--- src/rtl/router_pkg.sv ---
// Shared types, header field layout and helpers for the 1x3 router packet controller.
package router_pkg;

    typedef enum logic [2:0] {
        IDLE,
        WAIT_EMPTY,
        LFD,
        LOAD_DATA,
        FULL,
        LOAD_AFTER_FULL,
        CHECK,
        DROP
    } state_t;

    localparam logic [1:0]  ADDR_INVALID = 2'b11;
    localparam int unsigned TIMEOUT_DEF  = 30;

    localparam int unsigned HDR_ADDR_LSB = 0;
    localparam int unsigned HDR_ADDR_MSB = 1;
    localparam int unsigned HDR_LEN_LSB  = 2;
    localparam int unsigned HDR_LEN_MSB  = 7;
    localparam int unsigned LEN_W        = HDR_LEN_MSB - HDR_LEN_LSB + 1;

    function automatic logic [2:0] port_onehot(input logic [1:0] addr);
        case (addr)
            2'd0:    return 3'b001;
            2'd1:    return 3'b010;
            2'd2:    return 3'b100;
            default: return 3'b000;
        endcase
    endfunction

    // The source may only advance in states that consume bytes.
    function automatic logic busy_of(input state_t s);
        return !(s inside {IDLE, LOAD_DATA, DROP});
    endfunction

endpackage

--- src/rtl/router_ctrl_if.sv ---
// Source byte stream, FIFO status/strobes and per-port flush signals of the router controller.
interface router_ctrl_if #(
    parameter int unsigned DATA_W = 8
) ();
    logic              pkt_valid;
    logic [DATA_W-1:0] data_in;
    logic              busy;
    logic              error;
    logic [2:0]        fifo_full;
    logic [2:0]        fifo_empty;
    logic [2:0]        read_enb;
    logic [DATA_W-1:0] dout;
    logic [2:0]        write_enb;
    logic              lfd_state;
    logic [2:0]        valid_out;
    logic [2:0]        soft_reset;

    modport master (
        output pkt_valid, data_in, fifo_full, fifo_empty, read_enb,
        input  busy, error, dout, write_enb, lfd_state, valid_out, soft_reset
    );

    modport slave (
        input  pkt_valid, data_in, fifo_full, fifo_empty, read_enb,
        output busy, error, dout, write_enb, lfd_state, valid_out, soft_reset
    );
endinterface

--- src/rtl/router_sync_timer.sv ---
// Per-port read-stall watchdog: pulses soft_reset_o for one cycle after TIMEOUT unread cycles.
module router_sync_timer
    import router_pkg::*;
#(
    parameter int unsigned TIMEOUT = TIMEOUT_DEF,
    parameter int unsigned CNT_W   = 5
) (
    input  logic clk,
    input  logic reset,
    input  logic valid_i,
    input  logic read_i,
    output logic soft_reset_o
);
    logic [CNT_W-1:0] cnt_q;
    logic             soft_reset_q;

    always_ff @(posedge clk) begin
        if (reset) begin
            cnt_q        <= '0;
            soft_reset_q <= 1'b0;
        end else begin
            soft_reset_q <= 1'b0;
            if (valid_i && !read_i) begin
                if (cnt_q == CNT_W'(TIMEOUT - 1)) begin
                    cnt_q        <= '0;
                    soft_reset_q <= 1'b1;
                end else begin
                    cnt_q <= cnt_q + 1'b1;
                end
            end else begin
                cnt_q <= '0;
            end
        end
    end

    assign soft_reset_o = soft_reset_q;
endmodule

--- src/rtl/router_ctrl.sv ---
// Packet sequencer for the 1x3 router: steers header/payload/parity into the addressed FIFO,
// throttles the source, checks parity/length and flushes stalled destinations.
module router_ctrl
    import router_pkg::*;
#(
    parameter int unsigned DATA_W  = 8,
    parameter int unsigned TIMEOUT = TIMEOUT_DEF,
    parameter int unsigned CNT_W   = 5
) (
    input logic          clk,
    input logic          reset,
    router_ctrl_if.slave rif
);
    state_t            state_q, state_d;
    logic [DATA_W-1:0] hdr_q, par_q, rx_par_q, hold_q, dout_q;
    logic [1:0]        addr_q;
    logic [LEN_W-1:0]  len_q, cnt_q;
    logic              hold_is_par_q, busy_q, error_q, lfd_q;
    logic [2:0]        write_enb_q;
    logic [2:0]        soft_reset;

    logic [1:0]       hdr_addr;
    logic [LEN_W-1:0] hdr_len;
    logic [2:0]       port_sel;
    logic             full_sel, empty_sel, srst_sel, hdr_empty;

    assign hdr_addr  = rif.data_in[HDR_ADDR_MSB:HDR_ADDR_LSB];
    assign hdr_len   = rif.data_in[HDR_LEN_MSB:HDR_LEN_LSB];
    assign port_sel  = port_onehot(addr_q);
    assign full_sel  = |(rif.fifo_full & port_sel);
    assign empty_sel = |(rif.fifo_empty & port_sel);
    assign srst_sel  = |(soft_reset & port_sel);
    assign hdr_empty = |(rif.fifo_empty & port_onehot(hdr_addr));

    for (genvar g = 0; g < 3; g++) begin : g_timer
        router_sync_timer #(
            .TIMEOUT(TIMEOUT),
            .CNT_W  (CNT_W)
        ) u_timer (
            .clk         (clk),
            .reset       (reset),
            .valid_i     (rif.valid_out[g]),
            .read_i      (rif.read_enb[g]),
            .soft_reset_o(soft_reset[g])
        );
    end

    always_comb begin
        state_d = state_q;
        case (state_q)
            IDLE: begin
                if (rif.pkt_valid) begin
                    if (hdr_addr == ADDR_INVALID || hdr_len == '0) state_d = DROP;
                    else if (hdr_empty)                             state_d = LFD;
                    else                                            state_d = WAIT_EMPTY;
                end
            end
            WAIT_EMPTY: begin
                if (srst_sel)       state_d = DROP;
                else if (empty_sel) state_d = LFD;
            end
            LFD: state_d = srst_sel ? DROP : LOAD_DATA;
            LOAD_DATA: begin
                // A parity byte that can be written completes the packet even under a flush.
                if (!rif.pkt_valid && !full_sel) state_d = CHECK;
                else if (srst_sel)               state_d = DROP;
                else if (full_sel)               state_d = FULL;
            end
            FULL: begin
                if (srst_sel)       state_d = DROP;
                else if (!full_sel) state_d = LOAD_AFTER_FULL;
            end
            LOAD_AFTER_FULL: begin
                if (hold_is_par_q) state_d = CHECK;
                else if (srst_sel) state_d = DROP;
                else               state_d = LOAD_DATA;
            end
            CHECK: state_d = IDLE;
            DROP:  if (!rif.pkt_valid) state_d = IDLE;
            default: state_d = IDLE;
        endcase
    end

    // Outputs are registered from the upcoming state so they line up with state_q.
    always_ff @(posedge clk) begin
        if (reset) begin
            state_q       <= IDLE;
            busy_q        <= 1'b0;
            error_q       <= 1'b0;
            write_enb_q   <= '0;
            dout_q        <= '0;
            lfd_q         <= 1'b0;
            hdr_q         <= '0;
            addr_q        <= '0;
            len_q         <= '0;
            par_q         <= '0;
            rx_par_q      <= '0;
            cnt_q         <= '0;
            hold_q        <= '0;
            hold_is_par_q <= 1'b0;
        end else begin
            state_q     <= state_d;
            busy_q      <= busy_of(state_d);
            write_enb_q <= '0;
            lfd_q       <= 1'b0;
            case (state_q)
                IDLE: begin
                    if (rif.pkt_valid) begin
                        hdr_q         <= rif.data_in;
                        addr_q        <= hdr_addr;
                        len_q         <= hdr_len;
                        par_q         <= rif.data_in;
                        cnt_q         <= '0;
                        error_q       <= 1'b0;
                        hold_is_par_q <= 1'b0;
                        if (state_d == LFD) begin
                            write_enb_q <= port_onehot(hdr_addr);
                            dout_q      <= rif.data_in;
                            lfd_q       <= 1'b1;
                        end
                    end
                end
                WAIT_EMPTY: begin
                    if (state_d == LFD) begin
                        write_enb_q <= port_sel;
                        dout_q      <= hdr_q;
                        lfd_q       <= 1'b1;
                    end
                end
                LOAD_DATA: begin
                    if (state_d != DROP) begin
                        if (rif.pkt_valid) begin
                            par_q         <= par_q ^ rif.data_in;
                            hold_is_par_q <= 1'b0;
                            if (cnt_q != '1) cnt_q <= cnt_q + 1'b1;
                        end else begin
                            rx_par_q      <= rif.data_in;
                            hold_is_par_q <= 1'b1;
                        end
                        if (full_sel) begin
                            hold_q <= rif.data_in;
                        end else begin
                            write_enb_q <= port_sel;
                            dout_q      <= rif.data_in;
                        end
                    end
                end
                FULL: begin
                    if (state_d == LOAD_AFTER_FULL) begin
                        write_enb_q <= port_sel;
                        dout_q      <= hold_q;
                    end
                end
                CHECK:   error_q <= (rx_par_q != par_q) || (cnt_q != len_q);
                DROP:    if (!rif.pkt_valid) error_q <= 1'b1;
                default: ;
            endcase
        end
    end

    assign rif.busy       = busy_q;
    assign rif.error      = error_q;
    assign rif.write_enb  = write_enb_q;
    assign rif.dout       = dout_q;
    assign rif.lfd_state  = lfd_q;
    assign rif.valid_out  = ~rif.fifo_empty;
    assign rif.soft_reset = soft_reset;
endmodule

--- src/flat_wrapper.sv ---
// flat-port wrapper written by rule: the top's interface ports become plain ports
module router_ctrl_flat import router_pkg::*;
#(
    parameter int unsigned DATA_W  = 8,
    parameter int unsigned TIMEOUT = TIMEOUT_DEF,
    parameter int unsigned CNT_W   = 5
)
  (clk, reset, rif_pkt_valid, rif_data_in, rif_fifo_full, rif_fifo_empty, rif_read_enb, rif_busy, rif_error, rif_dout, rif_write_enb, rif_lfd_state, rif_valid_out, rif_soft_reset);
  router_ctrl_if #(.DATA_W(DATA_W)) rif_i ();
  input logic clk;
  input logic reset;
  input wire logic [$bits(rif_i.pkt_valid)-1:0] rif_pkt_valid;
  input wire logic [$bits(rif_i.data_in)-1:0] rif_data_in;
  input wire logic [$bits(rif_i.fifo_full)-1:0] rif_fifo_full;
  input wire logic [$bits(rif_i.fifo_empty)-1:0] rif_fifo_empty;
  input wire logic [$bits(rif_i.read_enb)-1:0] rif_read_enb;
  output wire logic [$bits(rif_i.busy)-1:0] rif_busy;
  output wire logic [$bits(rif_i.error)-1:0] rif_error;
  output wire logic [$bits(rif_i.dout)-1:0] rif_dout;
  output wire logic [$bits(rif_i.write_enb)-1:0] rif_write_enb;
  output wire logic [$bits(rif_i.lfd_state)-1:0] rif_lfd_state;
  output wire logic [$bits(rif_i.valid_out)-1:0] rif_valid_out;
  output wire logic [$bits(rif_i.soft_reset)-1:0] rif_soft_reset;
  assign rif_i.pkt_valid = rif_pkt_valid;
  assign rif_i.data_in = rif_data_in;
  assign rif_i.fifo_full = rif_fifo_full;
  assign rif_i.fifo_empty = rif_fifo_empty;
  assign rif_i.read_enb = rif_read_enb;
  assign rif_busy = rif_i.busy;
  assign rif_error = rif_i.error;
  assign rif_dout = rif_i.dout;
  assign rif_write_enb = rif_i.write_enb;
  assign rif_lfd_state = rif_i.lfd_state;
  assign rif_valid_out = rif_i.valid_out;
  assign rif_soft_reset = rif_i.soft_reset;
  router_ctrl #(.DATA_W(DATA_W), .TIMEOUT(TIMEOUT), .CNT_W(CNT_W)) u_core (.clk(clk), .reset(reset), .rif(rif_i));
endmodule
--- config.mk ---
export PLATFORM = sky130hd
export DESIGN_NAME = router_ctrl_flat
export DESIGN_NICKNAME = d
export VERILOG_FILES = /design/src/rtl/router_pkg.sv /design/src/rtl/router_ctrl_if.sv /design/src/rtl/router_sync_timer.sv /design/src/rtl/router_ctrl.sv /design/src/flat_wrapper.sv
export SDC_FILE = /design/constraint.sdc
export NUM_CORES = 1
export LEC_CHECK = 0
export CAP_MARGIN = 20
export CORE_ASPECT_RATIO = 0.9
export CORE_UTILIZATION = 45
export DETAILED_ROUTE_END_ITERATION = 8
export MAX_ROUTING_LAYER = met4
export PLACE_DENSITY = 0.75
export SETUP_SLACK_MARGIN = 0.1
export SKIP_LAST_GASP = 1
export SYNTH_ARGS = -nofsm -noshare
export SYNTH_HDL_FRONTEND = slang
export SYNTH_SLANG_ARGS = --single-unit
--- constraint.sdc ---
create_clock -name clk -period 2.9 [get_ports clk]
set_clock_uncertainty 0.2 [all_clocks]
set_input_delay 0.58 -clock clk [delete_from_list [all_inputs] [get_ports clk]]
set_output_delay 0.58 -clock clk [all_outputs]
set_load 0.02 [all_outputs]
**After elaboration in Yosys (flattened, before gate mapping)**

Cells that the tools add are included.

- Logic and storage cells: 156
- Bits of input ports: 20
- Bits in registers: 82
- Output and inout port bits: 20

- Reduce and logical (&&, ||, !) cells: 39
- $add $sub $neg: 4
- Equality and inequality tests: 32
- Muxes and demuxes: 51
- Bitwise operators: 10

Operator list:

| cell | count |
|---|---|
| $mux 8 | 9 |
| $mux 3 | 18 |
| $pmux 8 s4 | 1 |
| $mux 6 | 4 |
| $pmux 3 s8 | 1 |
| $reduce_or 3->1 | 7 |
| $eq 3x3->1 const B | 6 |
| $pmux 3 s3 | 2 |
| $pmux 8 s2 | 1 |
| $add 5x1->5 const B | 3 |
| $eq 5x5->1 const B | 3 |
| $and 3x3->3 | 4 |
| $eq 3x2->1 const B | 4 |
| $pmux 3 s4 | 1 |
| $pmux 6 s2 | 1 |
| $reduce_and 3->1 | 4 |
| $ne 2x1->1 const B | 5 |
| $mux 1 | 9 |
| $ne 2x2->1 const B | 4 |
| $ne 8x8->1 | 1 |
| $xor 8x8->8 | 1 |
| $reduce_and 7->1 | 1 |
| $add 6x1->6 const B | 1 |
| $eq 2x2->1 const B | 3 |
| 23 further kinds | 42 |

**Logic depth before layout (Yosys ltp)**

- Depth in word-level cells: 12
- Depth in mapped cells: 10
- Mapped depth without buffers: 7

**By module**

A second synthesis with hierarchy kept.

- Cell total of the unflattened synthesis: 444
- Area, all modules: 3920.0 um2

By module, submodules not included:

| module | seq. area each (um2) | instances | cells each | area an instance (um2) |
|---|---|---|---|---|
| router_ctrl | 1121.1 | 1 | 373 | 3221.8 |
| router_sync_timer (u_core.g_timer[1].u_timer ...) | 120.1 | 2 | 24 | 231.5 |
| router_sync_timer (u_core.g_timer[0].u_timer) | 120.1 | 1 | 23 | 235.2 |

**Least setup slack after synthesis**

OpenSTA, ideal clock, no wires.

- Kind: input port to flip-flop
- Start point: in rif_pkt_valid
- End point: reg u_core.dout_q[0] (netlist: u_core.rif.dout[0])
- Required time: 2.581 ns
- Setup time: 0.119 ns
- Arrival time: 2.550 ns
- Slack: 0.031 ns
- Cell stages on the path: 9
- Buffers on the path: 2
- Cell sequence: buf_4 -> a31oi_1 -> o31ai_1 -> a2111oi_4 -> o211ai_4 -> or2_1 -> a2111o_1 -> buf_6 -> mux2i_1

- Longest elaborated chain between the ends: 7
- Elaborated cells between the ends (all ways): 15
- Those cells by class: eq/ne (8); mux (4); reduce/logical (3)

Ends and longest elaborated chain:

| element | line | source |
|---|---|---|
| from (decl) | flat_wrapper.sv:12 | `input wire logic [$bits(rif_i.pkt_valid)-1:0] rif_pkt_valid;` |
| $logic_not 1->1 | router_ctrl.sv:65 | `if (!rif.pkt_valid && !full_sel) state_d = CHECK;` |
| $logic_and 1x1->1 | router_ctrl.sv:65 |  |
| $mux 3 | router_ctrl.sv:65 |  |
| $pmux 3 s8 | router_ctrl.sv:50 | `case (state_q)` |
| $eq 3x3->1 (tied with other cells) | router_ctrl.sv:149 | `if (state_d == LOAD_AFTER_FULL) begin` |
| $ne 2x1->1 (no line) | - |  |
| $reduce_and 7->1 (no line) (*) | - |  |
| to (signal assigned) | router_ctrl.sv:118 | `dout_q <= rif.data_in;` |
| to (signal assigned) | router_ctrl.sv:144 | `dout_q <= rif.data_in;` |
| to (signal assigned) | router_ctrl.sv:151 | `dout_q <= hold_q;` |
| to (decl) | router_ctrl.sv:15 | `logic [DATA_W-1:0] hdr_q, par_q, rx_par_q, hold_q, dout_q;` |

Mark *: on every way between the ends. The rest lies on a longest branch, timed or not.
A chain may end at the register's enable or synchronous reset.

**Worst setup path in the final report**

- Start point: in rif_data_in[4]
- End point: reg u_core.dout_q[2] (netlist: u_core.rif.dout[2])

- Longest elaborated chain between the ends: 8
- Elaborated cells between the ends (all ways): 13
- Those cells by class: eq/ne (7); mux (3); reduce/logical (3)

Ends and longest elaborated chain:

| element | line | source |
|---|---|---|
| from (decl) | flat_wrapper.sv:13 | `input wire logic [$bits(rif_i.data_in)-1:0] rif_data_in;` |
| $logic_not 6->1 (*) | router_ctrl.sv:53 | `if (hdr_addr == ADDR_INVALID \|\| hdr_len == '0) state_d = DROP;` |
| $logic_or 1x1->1 (*) | router_ctrl.sv:53 |  |
| $mux 3 (*) | router_ctrl.sv:53 |  |
| $mux 3 (*) | router_ctrl.sv:52 | `if (rif.pkt_valid) begin` |
| $pmux 3 s8 (*) | router_ctrl.sv:50 |  |
| $eq 3x3->1 (tied with other cells) | router_ctrl.sv:149 |  |
| $ne 2x1->1 (no line) | - |  |
| $reduce_and 7->1 (no line) (*) | - |  |

Marks and branches as above.

==> qor.txt <==
Via Count -> 4134
Worst Setup Path Type -> input pin to register
# hold bufs at CTS -> 0
Per-cell routed wire length -> 16.6 µm
TritonCTS clock tree -> built
Layer with the highest usage -> met2
Crit share post-route -> 97.4%
Global routing usage on met3 -> 5.34%
Total gr overflow -> 0
Achievable Freq -> 354 MHz
Pre-CTS WS -> -0.568 ns
Root Driver -> clkbuf_8
Slowest-stage cell, CP -> or4_4
Post-synth EDFFs -> 0
Initial cell density of the core -> 46.3%
Met1 usage -> 30.6%
Pwr dens -> 745 nW/µm²
Post-synth top area share -> 35.2%
Max Cap Viol -> 0
Seq/Total Area, Yosys -> 35.2%
DP HPWL -> 8.02 mm
Die Area -> 9750 µm²
1st-iter DRT viols -> 358
Dpl cells -> 684
Sequential Area -> 1490 µm²
Setup-failing EPs final -> 0
ANT nets after route -> 0
Delay-heaviest family, CP -> simple AND/OR/NAND/NOR gates
Post-synth top area cell -> dfxtp_1
Fillers -> 725
Fin worst setup slack -> 0.0758 ns
Unique masters post-synth -> 70
Clock Path Buffers -> 2
Hold Path Class -> register to register
RSZ-0062 raised after global routing -> yes
GR Util met2 -> 39.6%
Worst-margin pin slew -> 0.586 ns
Clock sink count -> 74
Remaining DRCs -> 0
Crit-path cells -> buf_6, or4_4, nor3_4, buf_6, buf_12, a2111oi_4, o211ai_4, buf_6, a31oi_1, a2111o_1, buf_6, mux2i_1
CP max FO -> 8
Die Y -> 93.8 µm
Synth warn -> 0
Critical path capture point type -> register
Area of the multi-input gates -> 2630 µm²
Cell leakage power -> 2.22 nW
Pre-antenna DRT Iters -> 5
Core ar. -> 9080 µm²
Mapped Avg Cell Area -> 8.44 µm²
CP peak stage delay -> 0.55 ns
IO Pins -> 40
Clk slew on worst S/H paths -> 0.08 ns
Port Buffer Count -> 39
Buf/Inv on CP -> 5
Post-route design area -> 5650 µm²
Total GRT Usage -> 24.9%
Post-DP Area -> 5030 µm²
Commonest cells in the netlist -> dfxtp_1, nor2_1, nand2_1
Die span in x -> 104 µm
CP Launch Type -> input pin
Status -> finished clean
Slew HR -> 60.8%
Syn Inst Count -> 499
Top flip-flop cell by instance count after synthesis -> dfxtp_1
Vias in the first global route -> 3872
Vias per std cell -> 5.78
Most frequent CP cell -> buf_6
Top-count cell post-synth -> dfxtp_1
Async SR Flop Fraction -> 0%
Layout Area Growth over Synthesis -> 34.3%
Largest net degree at the start of global routing -> 37
Final nets -> 615
WP data required -> 2.95 ns
Htree depth -> 3
Pwr Total -> 4.21 mW
Hold_ws -> 0.262 ns
Seq cells post-synth -> 74
First-pass GRT wire length -> 18.9 mm
Gpl congestion -> 0.956
Worst-Skew Late Latency -> 0.36 ns
Routed WL -> 11.9 mm
Initial antenna violation count -> 0
Synth area leaders -> dfxtp_1, mux2i_1, nor2_1, a21oi_1, nand2_1
Mapped Area -> 4210 µm²
Hold Fails Final Rpt -> 0
Non-Filler Instances -> 715
CP arrival -> 2.87 ns
Rows -> 33
# diodes -> 0
Net Count, Synth -> 526
VDD IR max -> 0.392 mV
Share of cells above drive strength 1 -> 24.5%
Final min period -> 2.82 ns
Max-slew violation count -> 0
CTS buffer count -> 9
-- state kept, by name, indices dropped and copies added, names as in the netlist --
signal                               cells
u_core.hold_is_par_q                     1
u_core.rif.lfd_state                     1
u_core.par_q                             8
u_core.rif.write_enb                     3
u_core.rif.busy                          1
u_core.hold_q                            8
u_core.g_timer.u_timer.soft_reset_o      3
u_core.rx_par_q                          8
u_core.rif.error                         1
u_core.state_q                           3
u_core.addr_q                            1
u_core.len_q                             5
u_core.cnt_q                             6
u_core.hdr_q                             2
u_core.g_timer.u_timer.cnt_q            15
u_core.rif.dout                          8
-- where the power goes --
group          total (mW)  switching [mW]  leakage [nW]  internal [mW]
combinational        1.96            1.04          1.50          0.917
clock                1.00           0.405         0.127          0.598
sequential           1.25           0.104         0.602           1.15
-- through the flow --
stage | utilization (%) | setup TNS (ns)
after floorplan | - | 0
after CTS | 60.6 | 0
after global placement | 55.3 | -16.63
after detailed placement | 55.3 | -17.59
final | 62.2 | 0
after global routing | 62.2 | 0
-- per-layer routing --
metal	up-vias	share of wire (%)	routed length, µm
li1	1968	-	-
met3	33	7.0	837
met1	1945	43	5160
met4	0	2.7	316
met2	188	47	5590
met5	-	0	0
-- final cells by class --
cell class | instances | area share (%)
timing repair buffer | 118 | 18.6
clock buffer | 10 | 2.43
tap | 122 | 2.70
sequential | 74 | 26.3
clock inverter | 6 | 1.99
inverter | 22 | 1.46
multi-input combinational | 363 | 46.5
-- layout by cell type (no fill, tap or decap), types with 10 or more instances in the layout --
cell type,n
dfxtp_1,72
buf_4,66
nor2_1,48
nand2_1,38
a21oi_1,30
clkdlybuf4s50_1,23
inv_1,21
nand3_1,19
mux2i_1,19
o22ai_1,17
nor3_1,16
o21ai_0,15
nor2b_1,13
xor2_1,13
buf_6,11
xnor2_1,10
clkbuf_8,10
-- worst paths after layout --
check,start,to,slack (ns),cells past startpoint
max,rif_data_in[4],u_core.rif.dout[2]$_SDFFE_PP0P_,0.08,12
min,u_core.hold_q[7]$_SDFFE_PP0P_,u_core.hold_q[7]$_SDFFE_PP0P_,0.26,2
max reg2reg,u_core.state_q[2]$_SDFF_PP0_,u_core.rif.dout[2]$_SDFFE_PP0P_,0.11,9
min reg2reg,u_core.hold_q[7]$_SDFFE_PP0P_,u_core.hold_q[7]$_SDFFE_PP0P_,0.26,2
-- repair_timing --
action                                  in CTS  in global routing
endpoints found under the setup margin      35                 33
pin swaps                                   19                 13
gates cloned                                 0                  0
setup buffers                               10                  5
gates resized for setup                     51                 29
hold endpoints to repair                     0                  0
-- cells by family after synthesis --
group           share of synthesized area [%]
flops                                    35.2
simple gates                             23.4
mux                                      5.02
compound gates                           22.2
buf+inv                                  7.34
fa+ha+maj                                2.08
xor+xnor                                 4.78
-- worst reg2reg max path: stages (launching register included) --
cell and delay, ns:
dfxtp_1 0.40, or3b_1 0.41, nor4_2 0.52, a2111oi_4 0.09, o211ai_4 0.16, buf_6 0.14, a31oi_1 0.07, a2111o_1 0.43
buf_6 0.16, mux2i_1 0.12
No activity file was read; power rests on OpenSTA's default activity.
